### config.mk
export PLATFORM = sky130hd
export DESIGN_NAME = spi_receiver_flat
export DESIGN_NICKNAME = d
export VERILOG_FILES = /design/src/rtl/spi_receiver_pkg.sv /design/src/rtl/spi_receiver_if.sv /design/src/rtl/spi_receiver_sync_ff.sv /design/src/rtl/spi_receiver.sv /design/src/flat_wrapper.sv
export SDC_FILE = /design/constraint.sdc
export NUM_CORES = 1
export LEC_CHECK = 0
export BUFFER_PORTS_ARGS = -buffer_cell sky130_fd_sc_hd__buf_4
export CELL_PAD_IN_SITES_DETAIL_PLACEMENT = 0
export CELL_PAD_IN_SITES_GLOBAL_PLACEMENT = 1
export CORE_ASPECT_RATIO = 1.75
export CORE_UTILIZATION = 43
export CTS_CLUSTER_SIZE = 40
export DETAILED_ROUTE_END_ITERATION = 8
export GPL_TIMING_DRIVEN = 0
export PLACE_DENSITY = 0.72
export SLEW_MARGIN = 10
export SYNTH_ARGS = -nofsm -noshare
export SYNTH_HDL_FRONTEND = slang
export SYNTH_SLANG_ARGS = --single-unit
### constraint.sdc
create_clock -name clk_100 -period 1.7 [get_ports clk_100]
set_input_delay 0.255 -clock clk_100 [delete_from_list [all_inputs] [get_ports clk_100]]
set_output_delay 0.255 -clock clk_100 [all_outputs]
set_load 0.05 [all_outputs]
### src/rtl/spi_receiver_pkg.sv
// Shared types and helpers for the SPI receive path.
//   rx_state_t : receiver FSM state encoding
//   cnt_width  : width of a bit counter that indexes 0 .. data_width-1
package spi_pkg;

    localparam int DEFAULT_DATA_WIDTH = 8;

    typedef enum logic [0:0] {
        IDLE  = 1'b0,
        SHIFT = 1'b1
    } rx_state_t;

    // A 1-bit word would give $clog2(1) = 0, so clamp to one bit.
    function automatic int cnt_width(input int data_width);
        return (data_width > 1) ? $clog2(data_width) : 1;
    endfunction

endpackage

### src/rtl/spi_receiver_if.sv
// Bundle of the SPI receiver's serial lines and its word output stream.
//   slave  : the receiver (consumes SCK/CS/MOSI and ready, drives the stream)
//   master : the transmitter / downstream side
interface spi_receiver_if
    import spi_pkg::*;
#(
    parameter int P_DATA_WIDTH = DEFAULT_DATA_WIDTH
);

    logic                    SCK;
    logic                    CS;
    logic                    MOSI;
    logic                    ready;
    logic                    valid;
    logic [P_DATA_WIDTH-1:0] data;
    logic                    frame_err;
    logic                    overrun;
    logic                    busy;

    modport slave (
        input  SCK, CS, MOSI, ready,
        output valid, data, frame_err, overrun, busy
    );

    modport master (
        output SCK, CS, MOSI, ready,
        input  valid, data, frame_err, overrun, busy
    );

endinterface

### src/rtl/spi_receiver_sync_ff.sv
// Single-bit multi-flop synchroniser with a configurable reset level.
//   clk_i  : destination clock
//   rst_ni : asynchronous active-low reset, loads P_RST_VAL into every stage
//   d_i    : asynchronous input
//   q_o    : synchronised output (last stage)
module sync_ff
    import spi_pkg::*;
#(
    parameter int   P_DEPTH   = 2,
    parameter logic P_RST_VAL = 1'b0
) (
    input  logic clk_i,
    input  logic rst_ni,
    input  logic d_i,
    output logic q_o
);

    logic [P_DEPTH-1:0] sync_q;

    always_ff @(posedge clk_i or negedge rst_ni) begin
        if (!rst_ni) begin
            sync_q <= {P_DEPTH{P_RST_VAL}};
        end else begin
            sync_q <= {sync_q[P_DEPTH-2:0], d_i};
        end
    end

    assign q_o = sync_q[P_DEPTH-1];

endmodule

### src/rtl/spi_receiver.sv
// SPI receiver / checker for self-test of the transmit path.
// Oversamples SCK/CS/MOSI in the clk_100 domain, deserialises MSB-first
// words and offers them on a valid/ready stream; flags truncated frames
// and overruns with one-cycle pulses.
//   clk_100 : system clock
//   a_rst   : asynchronous active-low reset
//   bus     : serial lines in, word stream + status out (slave modport)
//
// state | meaning
// ------+-------------------------------------------------------------
// IDLE  | CS inactive; bit counter held at 0, SCK edges ignored
// SHIFT | CS active; each SCK rise shifts one bit, every W bits a word
module spi_receiver
    import spi_pkg::*;
#(
    parameter int P_DATA_WIDTH  = DEFAULT_DATA_WIDTH,
    parameter bit P_CS_POLAR    = 1'b1,
    parameter int P_SYNC_STAGES = 2
) (
    input logic           clk_100,
    input logic           a_rst,
    spi_receiver_if.slave bus
);

    localparam int               CNT_W    = cnt_width(P_DATA_WIDTH);
    localparam logic [CNT_W-1:0] LAST_BIT = CNT_W'(P_DATA_WIDTH - 1);

    logic                    sck_s;
    logic                    cs_s;
    logic                    mosi_s;
    logic                    sck_prev_q;
    logic                    sck_rise;
    logic                    cs_act;

    rx_state_t               state_q;
    rx_state_t               state_d;

    logic [P_DATA_WIDTH-1:0] shreg_q;
    logic [CNT_W-1:0]        bit_cnt_q;
    logic [P_DATA_WIDTH-1:0] data_q;
    logic                    valid_q;
    logic                    frame_err_q;
    logic                    overrun_q;

    logic                    busy;
    logic                    shift_en;
    logic                    word_done;
    logic                    trunc;
    logic                    clr_cnt;
    logic [P_DATA_WIDTH-1:0] word;

    // MOSI shares the SCK synchroniser depth so both stay cycle-aligned.
    sync_ff #(.P_DEPTH(P_SYNC_STAGES), .P_RST_VAL(1'b0)) u_sync_sck (
        .clk_i (clk_100),
        .rst_ni(a_rst),
        .d_i   (bus.SCK),
        .q_o   (sck_s)
    );

    sync_ff #(.P_DEPTH(P_SYNC_STAGES), .P_RST_VAL(~P_CS_POLAR)) u_sync_cs (
        .clk_i (clk_100),
        .rst_ni(a_rst),
        .d_i   (bus.CS),
        .q_o   (cs_s)
    );

    sync_ff #(.P_DEPTH(P_SYNC_STAGES), .P_RST_VAL(1'b0)) u_sync_mosi (
        .clk_i (clk_100),
        .rst_ni(a_rst),
        .d_i   (bus.MOSI),
        .q_o   (mosi_s)
    );

    assign sck_rise = sck_s & ~sck_prev_q;
    assign cs_act   = (cs_s == P_CS_POLAR);
    assign word     = {shreg_q[P_DATA_WIDTH-2:0], mosi_s};

    always_ff @(posedge clk_100 or negedge a_rst) begin
        if (!a_rst) begin
            state_q <= IDLE;
        end else begin
            state_q <= state_d;
        end
    end

    always_comb begin
        state_d = state_q;
        case (state_q)
            IDLE:    if (cs_act)  state_d = SHIFT;
            SHIFT:   if (!cs_act) state_d = IDLE;
            default: state_d = IDLE;
        endcase
    end

    // CS deselect outranks a coincident SCK rise, so every shift/complete
    // term is qualified with cs_act.
    always_comb begin
        busy      = (state_q == SHIFT);
        shift_en  = busy && cs_act && sck_rise;
        word_done = shift_en && (bit_cnt_q == LAST_BIT);
        trunc     = busy && !cs_act && (bit_cnt_q != '0);
        clr_cnt   = !busy || !cs_act;
    end

    always_ff @(posedge clk_100 or negedge a_rst) begin
        if (!a_rst) begin
            sck_prev_q  <= 1'b0;
            shreg_q     <= '0;
            bit_cnt_q   <= '0;
            data_q      <= '0;
            valid_q     <= 1'b0;
            frame_err_q <= 1'b0;
            overrun_q   <= 1'b0;
        end else begin
            sck_prev_q  <= sck_s;
            frame_err_q <= trunc;
            overrun_q   <= word_done && valid_q && !bus.ready;

            if (clr_cnt) begin
                bit_cnt_q <= '0;
            end else if (shift_en) begin
                bit_cnt_q <= word_done ? '0 : bit_cnt_q + CNT_W'(1);
            end

            if (trunc) begin
                shreg_q <= '0;
            end else if (shift_en) begin
                shreg_q <= word;
            end

            // A handshake in the completion cycle frees the register for
            // the new word, so no overrun is flagged in that case.
            if (word_done && (!valid_q || bus.ready)) begin
                data_q  <= word;
                valid_q <= 1'b1;
            end else if (valid_q && bus.ready) begin
                valid_q <= 1'b0;
            end
        end
    end

    assign bus.valid     = valid_q;
    assign bus.data      = data_q;
    assign bus.frame_err = frame_err_q;
    assign bus.overrun   = overrun_q;
    assign bus.busy      = busy;

endmodule

### src/flat_wrapper.sv
// flat-port wrapper written by rule: the top's interface ports become plain ports
module spi_receiver_flat import spi_pkg::*;
#(
    parameter int P_DATA_WIDTH  = DEFAULT_DATA_WIDTH,
    parameter bit P_CS_POLAR    = 1'b1,
    parameter int P_SYNC_STAGES = 2
)
  (clk_100, a_rst, bus_SCK, bus_CS, bus_MOSI, bus_ready, bus_valid, bus_data, bus_frame_err, bus_overrun, bus_busy);
  spi_receiver_if #(.P_DATA_WIDTH(P_DATA_WIDTH)) bus_i ();
  input logic clk_100;
  input logic a_rst;
  input wire logic [$bits(bus_i.SCK)-1:0] bus_SCK;
  input wire logic [$bits(bus_i.CS)-1:0] bus_CS;
  input wire logic [$bits(bus_i.MOSI)-1:0] bus_MOSI;
  input wire logic [$bits(bus_i.ready)-1:0] bus_ready;
  output wire logic [$bits(bus_i.valid)-1:0] bus_valid;
  output wire logic [$bits(bus_i.data)-1:0] bus_data;
  output wire logic [$bits(bus_i.frame_err)-1:0] bus_frame_err;
  output wire logic [$bits(bus_i.overrun)-1:0] bus_overrun;
  output wire logic [$bits(bus_i.busy)-1:0] bus_busy;
  assign bus_i.SCK = bus_SCK;
  assign bus_i.CS = bus_CS;
  assign bus_i.MOSI = bus_MOSI;
  assign bus_i.ready = bus_ready;
  assign bus_valid = bus_i.valid;
  assign bus_data = bus_i.data;
  assign bus_frame_err = bus_i.frame_err;
  assign bus_overrun = bus_i.overrun;
  assign bus_busy = bus_i.busy;
  spi_receiver #(.P_DATA_WIDTH(P_DATA_WIDTH), .P_CS_POLAR(P_CS_POLAR), .P_SYNC_STAGES(P_SYNC_STAGES)) u_core (.clk_100(clk_100), .a_rst(a_rst), .bus(bus_i));
endmodule
==> results.py, run 1 <==
metrics = {
    "grt": {
        "grt-ovfl-total": 0,
        "grt.busiest_layer": "met2",
        "met3_usage_pct": 7.69,
        "grt_pass1_wl_mm": 2.80,
        "grt_max_degree": 30,
        "grt_pass1_vias": 670,
        "grt_use_met1_pct": 15.3,
        "antenna_found_initial": 0,
        "met2_usage_pct": 26.4,
        "grt_usage_pct": 16.2,
    },
    "critical_path": {
        "ff2ff_path_depth": 4,
        "cpMostUsedCell": "ha_1",
        "path_delay_family": "adder cells",
        "r2r-start": "u_core.bit_cnt_q[0]",
        "path_cells": "ha_1 > ha_1 > nand3_4 > mux2_2",
        "critPathMaxFanout": 8,
        "critPathKind": "flop to flop",
        "cp-end-kind": "flop",
        "critPathRequiredTime_ns": 1.85,
        "rr_endpoint": "u_core.bus.data[5]",
        "crit_start": "u_core.bit_cnt_q[0]",
        "critPathSlowestCell": "dfrtp_1",
        "crit_buf_inv": 0,
        "cp.depth": 4,
        "crit_end": "u_core.bus.data[5]",
        "r2r_slack_ns": 0.21,
        "startpoint_type": "flop",
        "critPathMaxStageDelay_ns": 0.40,
        "crit_arrival_ns": 1.64,
    },
    "placement": {
        "hpwl_mm": 1.25,
        "dpl_worst_slack_ns": 0.202,
        "port_buffers": 17,
        "dp.cells": 125,
        "placed_cell_area_um2": 1250,
        "gp_congestion": 0.672,
    },
    "floorplanning": {
        "core_area_um2": 2360,
        "die_h_um": 68.7,
        "dieWidth_um": 40.1,
        "start_util_pct": 46.3,
        "boundaryPins": 18,
        "rows": 23,
        "die_area_um2": 2760,
    },
    "timing": {
        "rsz0062_at_grt": "false",
        "tightest_slew_ns": 0.554,
        "whs_ns": 0.0903,
        "worst_slack_ns": 0.209,
        "drv_slew": 0,
        "setup_violations": 0,
        "period_share_pct": 87.7,
        "skew_ns": 0.00345,
        "hold_violations": 0,
        "max_freq_mhz": 671,
        "slew_headroom_pct": 62.9,
        "finalSetupTns_ns": 0,
        "finalCriticalPeriod_ns": 1.49,
    },
    "detailed_routing": {
        "dr.pass1.iters": 3,
        "ant_nets": 0,
        "viasPerCell": 5.14,
        "vias": 683,
        "wirelength_mm": 1.75,
        "drt_iter0_markers": 19,
        "avgRoutedWirePerCell_um": 13.2,
        "route.detailed.drc": 0,
    },
    "logic_synthesis": {
        "synth_cells": 83,
        "synthTopCellsByArea": "dfrtp_1, mux2_2, nand2_1",
        "synth_area_leader_cell": "dfrtp_1",
        "syn_nets": 92,
        "synth.distinct_cells": 17,
        "ys_warn_count": 0,
        "yosysSeqAreaShare_pct": 66.4,
        "synth_top_area_share_pct": 66.4,
        "ys_ff_latch": 29,
        "synth_area_per_cell_um2": 13.2,
        "syn_area_um2": 1090,
    },
    "pwr": {
        "p_leak_nw": 0.678,
        "p_per_area_nw_per_um2": 1000,
        "irDropWorstVdd_mv": 0.631,
        "power_mw": 1.35,
    },
    "clock_tree": {
        "cts_tree": "built",
        "cts.sinks": 29,
        "clk_pin_slew_worst_paths_ns": 0.05,
        "ctsLongestPathBuffers": 2,
        "post_cts_resized": 0,
        "htree_num_levels": 2,
        "clkLatencyLatePin_ns": 0.27,
        "clockRootBuffer": "clkbuf_8",
        "numCtsBuffers": 5,
    },
    "finish": {
        "area_growth_pct": 23.3,
        "stdcell_count": 133,
        "final_area_um2": 1350,
        "final_nets": 117,
        "multi_input_area_um2": 349,
        "diodes": 0,
        "layout_common_cells": "dfrtp_1, nand2_1, buf_4, a21oi_1, mux2_2",
        "final_common_cell": "dfrtp_1",
        "fillers": 218,
        "seq_area_um2": 726,
        "drive_gt1_share_pct": 31.5,
        "fin_util_pct": 57.2,
    },
    "flow_run": {
        "cap_violations": 0,
    },
    "run_status": {
        "status": "finished clean",
    },
    "min_path": {
        "hold_depth": 1,
        "worstHoldPathType": "input port to flop",
        "worstHoldStart": "bus_MOSI",
    },
}
## how the worst min path moves through the flow
stage,to,slack (ns)
6_report,u_core.u_sync_mosi.sync_q[0],0.09
5_1_grt,u_core.u_sync_mosi.sync_q[0],0.07
4_1_cts,u_core.u_sync_mosi.sync_q[0],0.08
3_5_place_dp,u_core.bus.data[6],0.19
3_3_place_gp,u_core.bus.data[6],0.19
2_1_floorplan,u_core.bit_cnt_q[0],-0.04
## timing repair
| action | CTS | global route |
|---|---|---|
| hold buffers | 1 | 0 |
| endpoints found under the hold margin | 29 | 0 |
| setup buffers | 0 | 0 |
## synth_stat cells, drive strengths merged
cell     n
a21oi    8
and4b    1
buf      1
dfrtp   29
ha       3
inv      2
mux2     8
mux2i    2
nand2   17
nand2b   1
nand3    1
nand4b   1
nor2     5
nor2b    1
nor3b    1
nor4bb   1
or2b     1
## per-layer routing
layer / share of wire (%) / routed length [um] / vias to the layer above
met3: 4.7 / 82 / 5
li1: - / - / 329
met4: 2.7 / 48 / 0
met2: 54 / 948 / 16
met5: 0 / 0 / -
met1: 38 / 669 / 333
## sequential cells by signal, summed over array words and instances, names as in the netlist
name	cells
u_core.bit_cnt_q	3
u_core.bus.busy	1
u_core.bus.data	8
u_core.bus.frame_err	1
u_core.bus.overrun	1
u_core.bus.valid	1
u_core.sck_prev_q	1
u_core.shreg_q	7
u_core.u_sync_cs.sync_q	2
u_core.u_sync_mosi.sync_q	2
u_core.u_sync_sck.sync_q	2
## power by group
part	switching [mW]	leakage (nW)	total, mW	internal (mW)
Combinational	0.0384	0.250	0.0679	0.0295
Clock	0.217	0.0443	0.536	0.319
Sequential	0.0229	0.384	0.746	0.723
Total	0.278	0.678	1.35	1.07
## worst register-to-register path, cell delays in order (launching register included)
cell and delay [ns]:
dfrtp_1 0.40, ha_1 0.21, ha_1 0.25, nand3_4 0.16
mux2_2 0.35
## kinds of logic after synthesis
| logic type | count (synthesis) | share of synthesized area (%) |
|---|---|---|
| mux | 10 | 10.1 |
| flops | 29 | 66.4 |
| buf+inv | 3 | 1.72 |
| fa+ha+maj | 3 | 3.43 |
| simple gates | 30 | 14.8 |
| compound gates | 8 | 3.66 |
## cell type report
type                            count  area share (%)
Buffer                              1           0.835
Timing Repair Buffer               18            10.2
Multi-Input combinational cell     51            25.9
Tap cell                           25            2.32
Inverter                            2           0.557
Clock buffer                        7            6.40
Sequential cell                    29            53.8
(Power assumes the default switching activity.)
==> run 2, diff against run 1 <==
CORE_UTILIZATION = 40   (was 43)
PLACE_DENSITY = 0.67   (was 0.72)
==> run 2 against run 1 <==
Net effect:
- clock-buffer cell count stayed put
- wire length shrank 4.0%
- critical endpoint is now u_core.bus.data[0]
- cell count increased by 0.75%
- via count shrank 0.44%
- fmax grew 0.57%
- global-route usage fell by 2.3 points
- sequential share of layout area is essentially flat
- largest power group unchanged
- register-to-register slack is essentially flat
- worst hold slack gained 0.0026 ns
- sequential power hardly changed
- clock power grew 0.9%
- non-clock buffer count is the same
==> results.py, run 2 (same netlist as run 1, synthesis figures left out) <==
metrics = {
    "run_status": {
        "status": "finished clean",
    },
    "clock_tree": {
        "htree_num_levels": 2,
        "clockRootBuffer": "clkbuf_8",
        "post_cts_resized": 0,
        "cts_tree": "built",
        "clkLatencyLatePin_ns": 0.27,
        "postCtsSetupRepairBufs": 0,
        "numCtsBuffers": 5,
        "clk_pin_slew_worst_paths_ns": 0.05,
        "hold_buffers": 1,
        "ctsLongestPathBuffers": 2,
        "cts.sinks": 29,
    },
    "grt": {
        "grt_use_met1_pct": 12.5,
        "antenna_found_initial": 0,
        "grt_pass1_wl_mm": 3.01,
        "grt-ovfl-total": 0,
        "grt_max_degree": 30,
        "met2_usage_pct": 25.0,
        "met3_usage_pct": 6.89,
        "grt_usage_pct": 13.9,
        "grt.busiest_layer": "met2",
        "grt_pass1_vias": 711,
    },
    "detailed_routing": {
        "viasPerCell": 5.07,
        "wirelength_mm": 1.68,
        "ant_nets": 0,
        "dr.pass1.iters": 3,
        "vias": 680,
        "drt_iter0_markers": 13,
        "avgRoutedWirePerCell_um": 12.5,
        "route.detailed.drc": 0,
    },
    "finish": {
        "largest_register_ffs": 8,
        "fillers": 231,
        "layout_common_cells": "dfrtp_1, nand2_1, buf_4, a21oi_1, mux2_2",
        "drive_gt1_share_pct": 31.5,
        "final_nets": 117,
        "area_growth_pct": 23.5,
        "final_common_cell": "dfrtp_1",
        "final_area_um2": 1350,
        "diodes": 0,
    },
    "timing": {
        "max_freq_mhz": 674,
        "skew_ns": 0.00651,
        "rsz0062_at_grt": "false",
        "period_share_pct": 87.2,
        "finalSetupTns_ns": 0,
        "hold_violations": 0,
        "slew_headroom_pct": 65.9,
        "tightest_slew_ns": 0.509,
        "setup_violations": 0,
        "drv_slew": 0,
        "finalCriticalPeriod_ns": 1.48,
    },
    "critical_path": {
        "startpoint_type": "flop",
        "critPathKind": "flop to flop",
        "crit_arrival_ns": 1.63,
        "ff2ff_path_depth": 4,
        "critPathRequiredTime_ns": 1.85,
        "rr_endpoint": "u_core.bus.data[0]",
        "r2r_slack_ns": 0.22,
        "r2r-start": "u_core.bit_cnt_q[0]",
        "cp-end-kind": "flop",
        "critPathMaxFanout": 8,
    },
    "min_path": {
        "hold_depth": 1,
        "worstHoldStart": "bus_MOSI",
        "worstHoldPathType": "input port to flop",
        "whs_endpoint": "u_core.u_sync_mosi.sync_q[0]",
    },
    "placement": {
        "placed_cell_area_um2": 1250,
        "port_buffers": 17,
        "gp_congestion": 0.647,
        "hpwl_mm": 1.18,
    },
    "floorplanning": {
        "die_area_um2": 2960,
        "dieWidth_um": 41.5,
        "rows": 24,
        "die_h_um": 71.2,
        "boundaryPins": 18,
        "core_area_um2": 2550,
        "start_util_pct": 42.8,
    },
    "flow_run": {
        "cap_violations": 0,
    },
    "pwr": {
        "switching_share_pct": 20.9,
        "p_per_area_nw_per_um2": 1000,
        "p_int_mw": 1.07,
        "pwr-share-clk_pct": 39.9,
        "irDropWorstVdd_mv": 0.547,
        "p_seq_share_pct": 55.1,
        "comb_power_share_pct": 5.0,
        "p_leak_nw": 0.678,
        "p_switching_uw": 283,
    },
}
run 2: critical path: stages, from the launching register on:
cell and delay (ns):
dfrtp_1 0.40, ha_1 0.21, ha_1 0.25, nand3_4 0.15
mux2_2 0.35
run 2: how the worst max path moves through the flow:
stage	to	slack, ns	startpoint
5_1_grt	u_core.shreg_q[3]	0.12	u_core.bit_cnt_q[0]
4_1_cts	u_core.bus.data[0]	0.20	u_core.bit_cnt_q[0]
6_report	u_core.bus.data[0]	0.22	u_core.bit_cnt_q[0]
3_3_place_gp	u_core.bus.data[0]	0.22	u_core.bit_cnt_q[0]
2_1_floorplan	u_core.bus.data[0]	0.14	u_core.bus.busy
3_5_place_dp	u_core.bus.data[0]	0.21	u_core.bit_cnt_q[0]
run 2: area by class of cell:
class	count	area (um2)	area share (%)
inverter	2	7.51	0.556
timing repair buffer	18	138	10.2
tap	26	32.5	2.41
clock buffer	7	86.3	6.39
multi-input combinational	51	349	25.9
buffer	1	11.3	0.834
sequential	29	726	53.8
run 2: per-layer routing:
layer	share of wire, %	vias up	wire (um)
met4	2.3	0	38
met5	0	-	0
met1	37	333	618
met2	56	15	936
met3	5.1	5	86
li1	-	327	-
run 2: power by group through the flow:
stage / Sequential, mW / Clock [mW] / Combinational, mW
2_1_floorplan: 0.757 / 0 / 0.0326
3_3_place_gp: 0.759 / 0 / 0.0662
3_5_place_dp: 0.760 / 0 / 0.0678
4_1_cts: 0.747 / 0.572 / 0.0696
5_1_grt: 0.751 / 0.601 / 0.0778
6_report: 0.746 / 0.541 / 0.0671
run 2: metrics by stage:
step                utilization (%)  hold WS [ns]  power [mW]  worst slack [ns]  std cells
detailed placement             49.1         0.199       0.827             0.215        126
floorplan                         -       -0.0406       0.790             0.139         83
global route                   52.9        0.0713        1.43             0.124        134
CTS                            52.9        0.0830        1.39             0.195        134
finish                         52.9        0.0930        1.35             0.217        134
global placement               49.1         0.193       0.825             0.224        126
==> run 3, diff against run 2 <==
ABC_AREA = 1   (was unset)
PLACE_DENSITY = 0.69   (was 0.67)
==> run 3 against run 2 <==
Net effect:
- sequential power about the same
- clock-buffer cell count unchanged
- global-route usage increased by 1.4 points
- critical endpoint is now u_core.bit_cnt_q[0]
- synthesized cell count increased by 29%
- sequential share of layout area decreased by 1.5 points
- sequential cell count unchanged
- largest cell class unchanged
- worst setup slack improved by 0.15 ns
- clock skew decreased by 0.0012 ns
- core utilization decreased by 1.2 points
- critical path type unchanged
- first-iteration DRC count increased by 69%
==> results.py, run 3 <==
metrics = {
    "run_status": {
        "status": "finished clean",
    },
    "critical_path": {
        "cpMostUsedCell": "ha_1",
        "critPathKind": "flop to flop",
        "critPathMaxFanout": 10,
        "path_cells": "ha_1 > ha_1 > buf_2 > inv_1 > nand3_1 > o21ai_0",
        "critPathSlowestCell": "dfrtp_1",
        "r2r-start": "u_core.bit_cnt_q[0]",
        "ff2ff_path_depth": 6,
        "crit_arrival_ns": 1.53,
        "rr_endpoint": "u_core.bit_cnt_q[0]",
        "r2r_slack_ns": 0.37,
        "crit_end": "u_core.bit_cnt_q[0]",
        "critPathRequiredTime_ns": 1.90,
        "cp-end-kind": "flop",
        "crit_start": "u_core.bit_cnt_q[0]",
        "critPathMaxStageDelay_ns": 0.39,
        "startpoint_type": "flop",
    },
    "logic_synthesis": {
        "synthTopCellsByArea": "dfrtp_1, nand2_1, nand3_1",
        "synth.distinct_cells": 15,
        "syn_area_um2": 1120,
        "ys_warn_count": 0,
        "synth_edf_count": 0,
        "synth_area_leader_cell": "dfrtp_1",
        "synth_area_per_cell_um2": 10.4,
        "ys_ff_latch": 29,
        "synth_common_cells": "nand2_1, dfrtp_1, nand3_1",
        "synth_top_area_share_pct": 64.9,
        "synth_cells": 107,
        "yosysSeqAreaShare_pct": 64.9,
        "synth_most_common_cell": "nand2_1",
        "ys.flop_type": "dfrtp_1",
        "syn_nets": 116,
        "async_reset_ff_share_pct": 100,
    },
    "floorplanning": {
        "die_area_um2": 3020,
        "die_h_um": 71.9,
        "rows": 25,
        "start_util_pct": 41.5,
        "core_area_um2": 2690,
        "boundaryPins": 18,
        "dieWidth_um": 42.0,
    },
    "detailed_routing": {
        "ant_nets": 0,
        "drt_iter0_markers": 22,
        "avgRoutedWirePerCell_um": 12.3,
        "vias": 788,
        "route.detailed.drc": 0,
        "dr.pass1.iters": 4,
        "viasPerCell": 4.93,
        "wirelength_mm": 1.96,
    },
    "timing": {
        "hold_violations": 0,
        "drv_slew": 0,
        "finalSetupTns_ns": 0,
        "slew_headroom_pct": 76.2,
        "tightest_slew_ns": 0.357,
        "setup_violations": 0,
        "rsz0062_at_grt": "false",
        "skew_ns": 0.00536,
        "max_freq_mhz": 752,
        "period_share_pct": 78.2,
        "finalCriticalPeriod_ns": 1.33,
    },
    "clock_tree": {
        "cts.sinks": 29,
        "ctsLongestPathBuffers": 2,
        "post_cts_resized": 0,
        "clk_pin_slew_worst_paths_ns": 0.06,
        "clockRootBuffer": "clkbuf_8",
        "clkLatencyLatePin_ns": 0.28,
        "numCtsBuffers": 5,
        "cts_tree": "built",
        "htree_num_levels": 2,
    },
    "finish": {
        "stdcell_count": 160,
        "layout_common_cells": "nand2_1, dfrtp_1, buf_4, nand3_1",
        "diodes": 0,
        "largest_register_ffs": 8,
        "final_common_cell": "nand2_1",
        "seq_area_um2": 726,
        "drive_gt1_share_pct": 24.8,
        "fillers": 261,
        "final_nets": 141,
        "multi_input_area_um2": 329,
        "area_growth_pct": 24.4,
    },
    "placement": {
        "hpwl_mm": 1.34,
        "gp_congestion": 0.728,
        "port_buffers": 17,
        "dp.cells": 151,
    },
    "grt": {
        "grt_pass1_wl_mm": 3.36,
        "grt-ovfl-total": 0,
        "grt_pass1_vias": 718,
        "grt_usage_pct": 15.3,
        "grt_max_degree": 30,
        "antenna_found_initial": 0,
    },
    "pwr": {
        "p_per_area_nw_per_um2": 1030,
        "irDropWorstVdd_mv": 0.646,
        "p_leak_nw": 0.763,
    },
    "flow_run": {
        "cap_violations": 0,
    },
    "min_path": {
        "worstHoldPathType": "input port to flop",
    },
}
## run 3: metrics by stage
| step | hold slack, ns | util (%) | worst slack, ns | area (um2) | power [mW] |
|---|---|---|---|---|---|
| 2_1_floorplan | -0.0406 | - | 0.323 | 1120 | 0.788 |
| 3_3_place_gp | 0.194 | 47.5 | 0.411 | 1280 | 0.822 |
| 3_5_place_dp | 0.199 | 47.5 | 0.380 | 1280 | 0.825 |
| 4_1_cts | 0.0710 | 51.7 | 0.364 | 1390 | 1.45 |
| 5_1_grt | 0.0646 | 51.7 | 0.298 | 1390 | 1.49 |
| 6_report | 0.0829 | 51.7 | 0.370 | 1390 | 1.43 |
## run 3: final cells by class
class | count | area share, %
Multi-Input combinational cell | 65 | 23.7
Sequential cell | 29 | 52.2
Tap cell | 27 | 2.43
Timing Repair Buffer | 18 | 9.90
Inverter | 9 | 2.43
Clock buffer | 7 | 6.93
Clock inverter | 1 | 0.360
Buffer | 4 | 2.07
## run 3: kinds of logic (layout without fill, tap and decap cells)
kind of cell	after synthesis	in the layout	synth area share [%]
simple gates	59	59	24.7
fa+ha+maj	3	3	3.36
compound gates	3	3	1.34
flops	29	29	64.9
buf+inv	13	39	5.60
## run 3: timing repair
item | 4_1_cts | 5_1_grt
setup endpoints to repair | 0 | 0
hold buffers | 1 | 0
setup buffers | 0 | 0
hold endpoints to repair | 29 | 0
## run 3: layer usage
| metal | up-vias | global-route usage (%) | wire [um] | share of wire, % |
|---|---|---|---|---|
| met5 | - | 0 | 0 | 0 |
| met4 | 0 | 9.68 | 57 | 2.9 |
| met3 | 6 | 6.22 | 92 | 4.7 |
| met2 | 18 | 21.5 | 914 | 47 |
| met1 | 370 | 19.3 | 898 | 46 |
| li1 | 394 | - | - | - |
## run 3: how the worst min path moves through the flow
| stage | from | to | slack, ns | depth (start not counted) |
|---|---|---|---|---|
| after floorplan | a_rst | u_core.bit_cnt_q[0] | -0.04 | 0 |
| after global placement | a_rst | u_core.bit_cnt_q[0] | 0.19 | 1 |
| after detailed placement | a_rst | u_core.bit_cnt_q[2] | 0.20 | 1 |
| after CTS | bus_CS | u_core.u_sync_cs.sync_q[0] | 0.07 | 1 |
| after global routing | bus_CS | u_core.u_sync_cs.sync_q[0] | 0.06 | 1 |
| final | bus_SCK | u_core.u_sync_sck.sync_q[0] | 0.08 | 1 |
## run 3: critical path, delay by kind of cell, from the launching register on
kind            cells  cell delay (ns)
compound gates      1             0.07
buf+inv             2             0.33
flops               1             0.39
simple gates        1             0.09
fa+ha+maj           2             0.37
## run 3: report_power, final
| group | total, mW | switching (mW) | internal (mW) | leakage [nW] |
|---|---|---|---|---|
| Sequential | 0.746 | 0.0231 | 0.723 | 0.384 |
| Clock | 0.613 | 0.248 | 0.365 | 0.0542 |
| Combinational | 0.0668 | 0.0410 | 0.0258 | 0.325 |
